$ cat config.mk
export PLATFORM = sky130hd
export DESIGN_NAME = water_dispenser_ctrl
export DESIGN_NICKNAME = d
export VERILOG_FILES = /design/src/rtl/water_dispenser_pkg.sv /design/src/rtl/water_dispenser_ctrl_button.sv /design/src/rtl/water_dispenser_ctrl.sv
export SDC_FILE = /design/constraint.sdc
export NUM_CORES = 1
export LEC_CHECK = 0
export CAP_MARGIN = 20
export CELL_PAD_IN_SITES_DETAIL_PLACEMENT = 1
export CELL_PAD_IN_SITES_GLOBAL_PLACEMENT = 1
export CORE_UTILIZATION = 48
export CTS_BUF_LIST = sky130_fd_sc_hd__clkbuf_2
export CTS_CLUSTER_SIZE = 24
export DETAILED_ROUTE_END_ITERATION = 8
export PLACE_DENSITY = 0.88
export SYNTH_ARGS = -nofsm -noshare
export SYNTH_HDL_FRONTEND = slang
export SYNTH_SLANG_ARGS = --single-unit
$ cat constraint.sdc
create_clock -name clock -period 5.73 [get_ports clock]
set_input_delay 1.146 -clock clock [delete_from_list [all_inputs] [get_ports clock]]
set_output_delay 1.146 -clock clock [all_outputs]
set_load 0.01 [all_outputs]
$ cat src/rtl/water_dispenser_pkg.sv
// Shared types and helpers for the water dispenser controller.
// Holds the FSM state encoding, the idle level of each button, and the
// priority encoder that turns the switch bank into an add value.
package water_dispenser_pkg;

    typedef enum logic [1:0] {
        IDLE     = 2'd0,
        COLLECT  = 2'd1,
        DISPENSE = 2'd2
    } state_t;

    // Levels each button rests at when not pressed.
    localparam logic ADD_IDLE_LEVEL    = 1'b1;
    localparam logic OK_IDLE_LEVEL     = 1'b0;
    localparam logic CANCEL_IDLE_LEVEL = 1'b0;

    // Index of the highest set bit; 0 when no bit is set (bit 0 alone also gives 0).
    function automatic int highest_set_index(input logic [31:0] vec);
        int idx;
        idx = 0;
        for (int i = 0; i < 32; i++) begin
            if (vec[i]) begin
                idx = i;
            end
        end
        return idx;
    endfunction

endpackage

$ cat src/rtl/water_dispenser_ctrl_button.sv
// Button conditioner: 2-flop synchroniser, optional debounce filter, press-edge detector.
// Latency: press asserts in the cycle feeding the 3rd edge after raw changes
// (plus DEBOUNCE_CYCLES when WATER_DISPENSER_DEBOUNCE_EN is defined). No backpressure.
// Ports: clock, reset (sync, active-high), raw (asynchronous button), press (one-cycle event).
// A press is the transition away from IDLE_LEVEL; holding the button yields one press only.
module button_conditioner #(
    parameter logic IDLE_LEVEL      = 1'b0,
    parameter int   DEBOUNCE_CYCLES = 10000
) (
    input  logic clock,
    input  logic reset,
    input  logic raw,
    output logic press
);

    logic sync_1;
    logic sync_2;
    logic level;
    logic level_q;

    // Synchroniser resets to the idle level so leaving reset never looks like a press.
    always_ff @(posedge clock) begin
        if (reset) begin
            sync_1 <= IDLE_LEVEL;
            sync_2 <= IDLE_LEVEL;
        end else begin
            sync_1 <= raw;
            sync_2 <= sync_1;
        end
    end

`ifdef WATER_DISPENSER_DEBOUNCE_EN
    localparam int CNT_W = (DEBOUNCE_CYCLES > 1) ? $clog2(DEBOUNCE_CYCLES) : 1;

    logic [CNT_W-1:0] stable_cnt;
    logic             db_level;

    // The filtered level follows the synchronised level only after it has
    // differed for DEBOUNCE_CYCLES consecutive cycles; any bounce restarts the count.
    always_ff @(posedge clock) begin
        if (reset) begin
            db_level   <= IDLE_LEVEL;
            stable_cnt <= '0;
        end else if (sync_2 == db_level) begin
            stable_cnt <= '0;
        end else if (stable_cnt == CNT_W'(DEBOUNCE_CYCLES - 1)) begin
            db_level   <= sync_2;
            stable_cnt <= '0;
        end else begin
            stable_cnt <= stable_cnt + CNT_W'(1);
        end
    end

    assign level = db_level;
`else
    assign level = sync_2;
`endif

    always_ff @(posedge clock) begin
        if (reset) begin
            level_q <= IDLE_LEVEL;
        end else begin
            level_q <= level;
        end
    end

    assign press = (level != IDLE_LEVEL) && (level_q == IDLE_LEVEL);

endmodule

$ cat src/rtl/water_dispenser_ctrl.sv
// Water dispenser controller: collects an order from the switch bank, then opens the valve
// total x TICKS_PER_UNIT cycles. Latency: 3 cycles button-to-state (3 + DEBOUNCE_CYCLES with
// WATER_DISPENSER_DEBOUNCE_EN). No backpressure: events not usable in the current state are dropped.
// Ports: clock, reset (sync, active-high), switches, button_add (active-low), button_ok,
// button_cancel; outputs total_amount, valve_open, busy, done (pulse), overflow (sticky), all registered.
module water_dispenser_ctrl
    import water_dispenser_pkg::*;
#(
    parameter int SWITCH_COUNT    = 10,
    parameter int AMOUNT_WIDTH    = 8,
    parameter int MAX_AMOUNT      = 99,
    parameter int TICKS_PER_UNIT  = 50000,
    parameter int DEBOUNCE_CYCLES = 10000
) (
    input  logic                    clock,
    input  logic                    reset,
    input  logic [SWITCH_COUNT-1:0] switches,
    input  logic                    button_add,
    input  logic                    button_ok,
    input  logic                    button_cancel,
    output logic [AMOUNT_WIDTH-1:0] total_amount,
    output logic                    valve_open,
    output logic                    busy,
    output logic                    done,
    output logic                    overflow
);

    localparam int TICK_W = (TICKS_PER_UNIT > 1) ? $clog2(TICKS_PER_UNIT) : 1;
    localparam logic [TICK_W-1:0]       TICK_LAST = TICK_W'(TICKS_PER_UNIT - 1);
    localparam logic [AMOUNT_WIDTH:0]   MAX_EXT   = (AMOUNT_WIDTH + 1)'(MAX_AMOUNT);

    logic                    add_press;
    logic                    ok_press;
    logic                    cancel_press;
    logic [SWITCH_COUNT-1:0] sw_sync_1;
    logic [SWITCH_COUNT-1:0] sw_sync_2;
    logic [AMOUNT_WIDTH-1:0] add_value;
    logic [AMOUNT_WIDTH:0]   sum;
    logic                    clamp;
    logic [AMOUNT_WIDTH-1:0] sat_total;
    logic [TICK_W-1:0]       tick;
    state_t                  state;

    button_conditioner #(.IDLE_LEVEL(ADD_IDLE_LEVEL), .DEBOUNCE_CYCLES(DEBOUNCE_CYCLES)) u_add (
        .clock (clock),
        .reset (reset),
        .raw   (button_add),
        .press (add_press)
    );

    button_conditioner #(.IDLE_LEVEL(OK_IDLE_LEVEL), .DEBOUNCE_CYCLES(DEBOUNCE_CYCLES)) u_ok (
        .clock (clock),
        .reset (reset),
        .raw   (button_ok),
        .press (ok_press)
    );

    button_conditioner #(.IDLE_LEVEL(CANCEL_IDLE_LEVEL), .DEBOUNCE_CYCLES(DEBOUNCE_CYCLES)) u_cancel (
        .clock (clock),
        .reset (reset),
        .raw   (button_cancel),
        .press (cancel_press)
    );

    // Switches get the same two-stage delay as the buttons, so a switch set
    // together with the add button is already visible in the add event cycle.
    always_ff @(posedge clock) begin
        if (reset) begin
            sw_sync_1 <= '0;
            sw_sync_2 <= '0;
        end else begin
            sw_sync_1 <= switches;
            sw_sync_2 <= sw_sync_1;
        end
    end

    assign add_value = AMOUNT_WIDTH'(highest_set_index(32'(sw_sync_2)));

    // One extra bit of headroom so the sum can never wrap before the clamp.
    assign sum       = {1'b0, total_amount} + {1'b0, add_value};
    assign clamp     = (sum > MAX_EXT);
    assign sat_total = clamp ? MAX_EXT[AMOUNT_WIDTH-1:0] : sum[AMOUNT_WIDTH-1:0];

    always_ff @(posedge clock) begin
        if (reset) begin
            state        <= IDLE;
            total_amount <= '0;
            valve_open   <= 1'b0;
            busy         <= 1'b0;
            done         <= 1'b0;
            overflow     <= 1'b0;
            tick         <= '0;
        end else begin
            done <= 1'b0;
            // Cancel outranks everything and never produces a done pulse.
            if (cancel_press) begin
                state        <= IDLE;
                total_amount <= '0;
                valve_open   <= 1'b0;
                busy         <= 1'b0;
                overflow     <= 1'b0;
                tick         <= '0;
            end else begin
                case (state)
                    IDLE: begin
                        // ok has no effect here but still outranks a simultaneous add.
                        if (add_press && !ok_press && (add_value != '0)) begin
                            state        <= COLLECT;
                            total_amount <= sat_total;
                            overflow     <= clamp;
                        end
                    end
                    COLLECT: begin
                        if (ok_press) begin
                            state      <= DISPENSE;
                            overflow   <= 1'b0;
                            tick       <= '0;
                            valve_open <= 1'b1;
                            busy       <= 1'b1;
                        end else if (add_press) begin
                            total_amount <= sat_total;
                            if (clamp) begin
                                overflow <= 1'b1;
                            end
                        end
                    end
                    DISPENSE: begin
                        if (tick == TICK_LAST) begin
                            tick         <= '0;
                            total_amount <= total_amount - AMOUNT_WIDTH'(1);
                            // Last unit delivered: close and flag completion in the same cycle.
                            if (total_amount == AMOUNT_WIDTH'(1)) begin
                                state      <= IDLE;
                                valve_open <= 1'b0;
                                busy       <= 1'b0;
                                done       <= 1'b1;
                            end
                        end else begin
                            tick <= tick + TICK_W'(1);
                        end
                    end
                    default: begin
                        state <= IDLE;
                    end
                endcase
            end
        end
    end

endmodule

==> metrics, run 1 <==
status=complete, no violations; nets=360; Util after Layout=0.559; number of global-route vias before repair=2,399; Yosys top cell area share=0.403; worst r2r path cells=15; post-CTS setup buffer count=0; Post-Route Skew=35.2 ps; met2 GRT Util=0.384; post-cts resize count=0; Vias=2,433; Synth async-reset ratio=0; Initial DRT Pass Iterations=4; crit share post-route=0.571; final critical-path required period=3270 ps; initial antenna violation count=0; Critical Path AT=3650 ps; final std cells w/o fill=409; Tot Pwr=0.000623 W; Synth area leaders=dfxtp_1 (40%), nor2b_1 (6.1%), a21oi_1 (5.4%); post-synth cell types=58; Post-Synthesis Cells=320; H-tree Lvls=2; kind of critical path=flop to flop; hold slack=435 ps; Starting Density=0.503; headroom to the max-slew limit=0.322; CTS tree=yes; most common cell in the synthesized netlist=dfxtp_1; routed wire length=6.59 mm; number of synthesized flops with an enable pin=0; met3 Use GR=0.0442; first-pass GRT wire length=11.3 mm; RSZ-0062 raised after global routing=false; register area=1120 µm²; Total GRT Usage=0.232; P_leak=1.04 nW; worst-margin pin slew=1020 ps; Die Ht=78.2 µm; Slew Limit Fails=0; CP Launch Type=flop; CP most frequent cell=nor2_1; # hold bufs at CTS=0; Clk pin slew, worst setup/hold paths=270 ps; clock root buffer=clkbuf_2; worst path required time=6110 ps; Die X=78.2 µm; Mapped Area=2790 µm²; crit-path cells=nor2_1 -> a221oi_4 -> nor2_1 -> nor2_1 -> o21bai_1 -> ha_1 -> inv_1 -> fa_1 -> nand2b_2 -> a211oi_4 -> xnor2_1 -> o31ai_4 -> a211oi_2 -> a221o_1 -> a21oi_1; slowest stage cell on the critical path=dfxtp_1; fill count=685; Hold Path Class=flop to flop; Vias/cell=5.95; share of the yosys chip area belonging to registers=0.403; pwr dens=201 nW/µm²; GRT busiest layer=met2; antenna-violating nets left=0; top cell type by total area after synthesis=dfxtp_1; Post-DP HPWL=4.79 mm; # port buffers=25; largest fanout on the critical path=4; num ports=27; Avg WL per Cell=16.1 µm; max-capacitance violation count=0; Fin. Hold Viols=0; Synth Net Count=343; Area growth, synth to finish=11.3%; number of synthesized register bits=56; Peak Freq=0.306 GHz; FP Rows=27; CP endpoint kind=flop; Setup TNS=0 ps; drt initial violations=120; final setup violation count=0; Synth top cells by count=dfxtp_1 (56), nor2_1 (33), a21oi_1 (30), nor2b_1 (27), nand2_1 (18); aggregate global routing overflow=0; start point of the worst hold path=u_ok.sync_1; # diodes=0; pin count of the biggest net entering global routing=30; max incr delay on CP=400 ps; RD Place Congestion=0.787; Worst-Skew Late Latency=450 ps; Clock Path Buffers=2; Yosys warnings=0; met1 Use GR=0.294; Max IR drop VDD=140 µV; Num CTS Buffers=5; crit path launch=sw_sync_2[4]; Most used DFF post-synth=dfxtp_1; DRC=0; Mean Syn Cell Area=8.70 µm²; Sink Count=56; core region area=5540 µm²; RR Startpoint=sw_sync_2[4]; area of the multi-input gates=1540 µm²; area of the die=6110 µm²; hold depth=1; ratio of cells with drive above 1 in the final layout=0.0890; Cells after DPL=402
[per-layer routing]
metal	wire (µm)	part of all wire
met1	2970	0.45
met2	3280	0.50
met3	218	0.033
met4	118	0.018
met5	0	0
[cell usage in the layout (no fill, tap or decap), drive strengths merged, types with 5 or more instances in the layout]
| cell type | count |
|---|---|
| a21oi | 32 |
| a311oi | 7 |
| clkbuf | 5 |
| clkdlybuf4s50 | 25 |
| dfxtp | 56 |
| ha | 7 |
| inv | 13 |
| nand2 | 18 |
| nand3 | 14 |
| nand4 | 5 |
| nor2 | 33 |
| nor2b | 27 |
| nor3 | 11 |
| nor4 | 6 |
| o21ai | 17 |
| or2 | 5 |
[through the flow]
| stage | area [µm²] | setup WS [ps] |
|---|---|---|
| after floorplan | 2790 | 2860 |
| after global placement | 3060 | 2440 |
| after detailed placement | 3060 | 2390 |
| after CTS | 3100 | 2420 |
| after global routing | 3100 | 2200 |
| final | 3100 | 2460 |
[registers in the layout, summed over array words and instances (netlist names), 2 cells and up]
signal / count
tick: 16
state: 2
sw_sync_1: 9
total_amount: 8
sw_sync_2: 9
[power breakdown]
part	internal, W	total [W]	switching (W)	leakage [nW]
Combinational	0.0000305	0.0000667	0.0000362	0.557
Sequential	0.000401	0.000408	0.00000705	0.457
Clock	0.0000275	0.000149	0.000121	0.0265
[worst paths after layout]
kind / end / slack (ps)
min: u_ok.level / 430
max reg2reg: total_amount[0] / 2460
max: total_amount[0] / 2460
min reg2reg: u_ok.level / 430
[logic make-up (layout without fill, tap and decap cells)]
family / Yosys count / after routing / synth area share
AO/OA/AOI/OAI: 83 / 83 / 0.224
XOR/XNOR: 4 / 4 / 0.0126
adder cells (fa/ha/maj): 8 / 8 / 0.0386
buffers and inverters: 30 / 47 / 0.0458
flip-flops: 56 / 56 / 0.403
AND/OR/NAND/NOR: 139 / 139 / 0.277
[critical path, delay by kind of cell, from the launching register on]
| kind | cells | cell delay, ps |
|---|---|---|
| buffers and inverters | 1 | 60 |
| AND/OR/NAND/NOR | 4 | 570 |
| adder cells (fa/ha/maj) | 2 | 580 |
| AO/OA/AOI/OAI | 7 | 1460 |
| XOR/XNOR | 1 | 150 |
| flip-flops | 1 | 400 |
[area by class of cell]
class | instances | area share
clock buffers | 5 | 0.00807
inverters | 13 | 0.0157
multi-input cells | 234 | 0.496
well taps | 72 | 0.0291
flip-flops and latches | 56 | 0.362
repair buffers | 27 | 0.0856
clock inverters | 2 | 0.00404
No activity file was read; power rests on OpenSTA's default activity.
==> inputs of run 2 (changes only) <==
--- a/config.mk
+++ b/config.mk
@@ -8,11 +8,11 @@
 export CAP_MARGIN = 20
 export CELL_PAD_IN_SITES_DETAIL_PLACEMENT = 1
 export CELL_PAD_IN_SITES_GLOBAL_PLACEMENT = 1
-export CORE_UTILIZATION = 48
+export CORE_UTILIZATION = 45
 export CTS_BUF_LIST = sky130_fd_sc_hd__clkbuf_2
 export CTS_CLUSTER_SIZE = 24
 export DETAILED_ROUTE_END_ITERATION = 8
-export PLACE_DENSITY = 0.88
+export PLACE_DENSITY = 0.83
 export SYNTH_ARGS = -nofsm -noshare
 export SYNTH_HDL_FRONTEND = slang
 export SYNTH_SLANG_ARGS = --single-unit
==> constraint.sdc (replaced) <==
create_clock -name clock -period 3.31 [get_ports clock]
set_input_delay 0.662 -clock clock [delete_from_list [all_inputs] [get_ports clock]]
set_output_delay 0.662 -clock clock [all_outputs]
set_load 0.01 [all_outputs]
==> run 2 against run 1 <==
  * Critical path depth unchanged
  * Core utilization shrank 2.5 points
  * Sequential share of layout area is 0.82 points lower
  * Routed wire length down 2.1%
  * Sequential power rose by 73%
  * Global-route usage fell by 2.3 points
  * Fmax is 3.1% higher
  * Critical path type unchanged
  * Clock power grew 83%
  * Register-to-register slack got worse by 2300 ps
  * Highest routed layer unchanged
  * Final area rose by 2.7%
  * Die area rose by 6.5%
==> metrics, run 2 (synthesis results as in run 1) <==
area of the die=6510 µm²; max incr delay on CP=430 ps; P_leak=1.09 nW; worst-margin pin slew=778 ps; FP Rows=28; Setup TNS=0 ps; Post-DP HPWL=4.63 mm; # diodes=0; first-pass GRT wire length=10.7 mm; Peak Freq=0.315 GHz; Clock Path Buffers=2; initial antenna violation count=0; routed wire length=6.45 mm; critical path's top delay family=compound AO/OA/AOI/OAI gates; CTS tree=yes; GRT busiest layer=met2; Post-Route Skew=9.75 ps; H-tree Lvls=2; DRC=0; hold depth=1; pre-CTS setup slack=41.4 ps; aggregate global routing overflow=0; worst r2r path cells=15; num ports=27; ratio of cells with drive above 1 in the final layout=0.120; commonest non-fill, non-tap cell in the layout=dfxtp_1; clock root buffer=clkbuf_2; RR Startpoint=sw_sync_2[4]; headroom to the max-slew limit=0.481; highest-count cells in the layout ignoring fill and taps=dfxtp_1 (55), nor2_1 (32), a21oi_1 (30); met1 Use GR=0.274; pin count of the biggest net entering global routing=30; met3 Use GR=0.0284; kind of critical path=flop to flop; worst path required time=3700 ps; Total GRT Usage=0.209; Tot Pwr=0.00110 W; RD Place Congestion=0.784; number of global-route vias before repair=2,331; final setup violation count=0; Die Ht=80.7 µm; # port buffers=25; Starting Density=0.468; crit-path cells=nor2_4 -> a221oi_4 -> nor2_1 -> nor2_1 -> o21bai_1 -> ha_2 -> inv_1 -> fa_2 -> nand2b_4 -> a211oi_4 -> xnor2_2 -> o31ai_4 -> a211oi_4 -> a221o_1 -> a21oi_1; hold endpoint=u_add.level; largest fanout on the critical path=4; status=complete, no violations; Sink Count=56; Largest register FFs=16; pwr dens=345 nW/µm²; Area growth, synth to finish=14.2%; Max IR drop VDD=202 µV; Vias=2,393; register area=1120 µm²; Avg WL per Cell=15.4 µm; Hold Path Class=flop to flop; Num CTS Buffers=5; max-capacitance violation count=0; fill count=728; core region area=5960 µm²; CP Launch Type=flop; hold slack=455 ps; CP endpoint kind=flop; Bufs and invs on worst path=1; Initial DRT Pass Iterations=4; final critical-path required period=3170 ps; area of the multi-input gates=1570 µm²; Critical Path AT=3560 ps; register bank with the most flops=tick; drt initial violations=75; nets=365; slowest stage cell on the critical path=dfxtp_4; Worst-Skew Late Latency=420 ps; Reg2Reg Setup Slack=140 ps; # hold bufs at CTS=0; Slew Limit Fails=0; antenna-violating nets left=0; Clk pin slew, worst setup/hold paths=290 ps; crit share post-route=0.958; r2r endpoint=total_amount[1]; met2 GRT Util=0.362; top flop regs=tick: 16 flops, sw_sync_1: 9 flops, sw_sync_2: 9 flops; setup ws final=138 ps; start point of the worst hold path=u_add.sync_1; Fin. Hold Viols=0; Vias/cell=5.72; Die X=80.7 µm
run 2: layout make-up:
| cell class | instances | area share |
|---|---|---|
| well taps | 75 | 0.0295 |
| clock buffers | 5 | 0.00786 |
| inverters | 13 | 0.0153 |
| flip-flops and latches | 56 | 0.354 |
| clock inverters | 3 | 0.00551 |
| multi-input cells | 234 | 0.493 |
| repair buffers | 32 | 0.0952 |
run 2: power breakdown:
group	switching, W	leakage (nW)	internal [W]
sequential	0.0000123	0.457	0.000694
combinational	0.0000636	0.597	0.0000558
clock	0.000220	0.0308	0.0000522
total	0.000296	1.09	0.000802
run 2: what timing repair did:
action,4_1_cts,5_1_grt
hold endpoints to repair,0,0
setup endpoints to repair,1,6
resized for setup,0,9
setup buffers,1,2
pin swaps,1,4
run 2: per-stage QoR:
stage / cells / cell area (µm²) / util
4_1_cts: 416 / 3130 / 0.526
5_1_grt: 418 / 3180 / 0.534
6_report: 418 / 3180 / 0.534
3_5_place_dp: 407 / 3080 / 0.517
2_1_floorplan: 320 / 2790 / -
3_3_place_gp: 407 / 3080 / 0.517
run 2: layer usage:
layer	up-vias	wire (µm)
met5	-	0
met4	0	44
met3	4	168
met2	36	3160
met1	1164	3080
li1	1189	-
run 2: how the worst max path moves through the flow:
stage                      start               to  slack, ps  cells past startpoint
floorplan           sw_sync_2[4]  total_amount[6]        440                     15
global placement    sw_sync_2[4]  total_amount[6]        190                     15
detailed placement  sw_sync_2[4]  total_amount[6]         40                     15
CTS                 sw_sync_2[4]  total_amount[0]          8                     15
global route        sw_sync_2[4]         overflow        -30                     15
finish              sw_sync_2[4]  total_amount[1]        140                     15
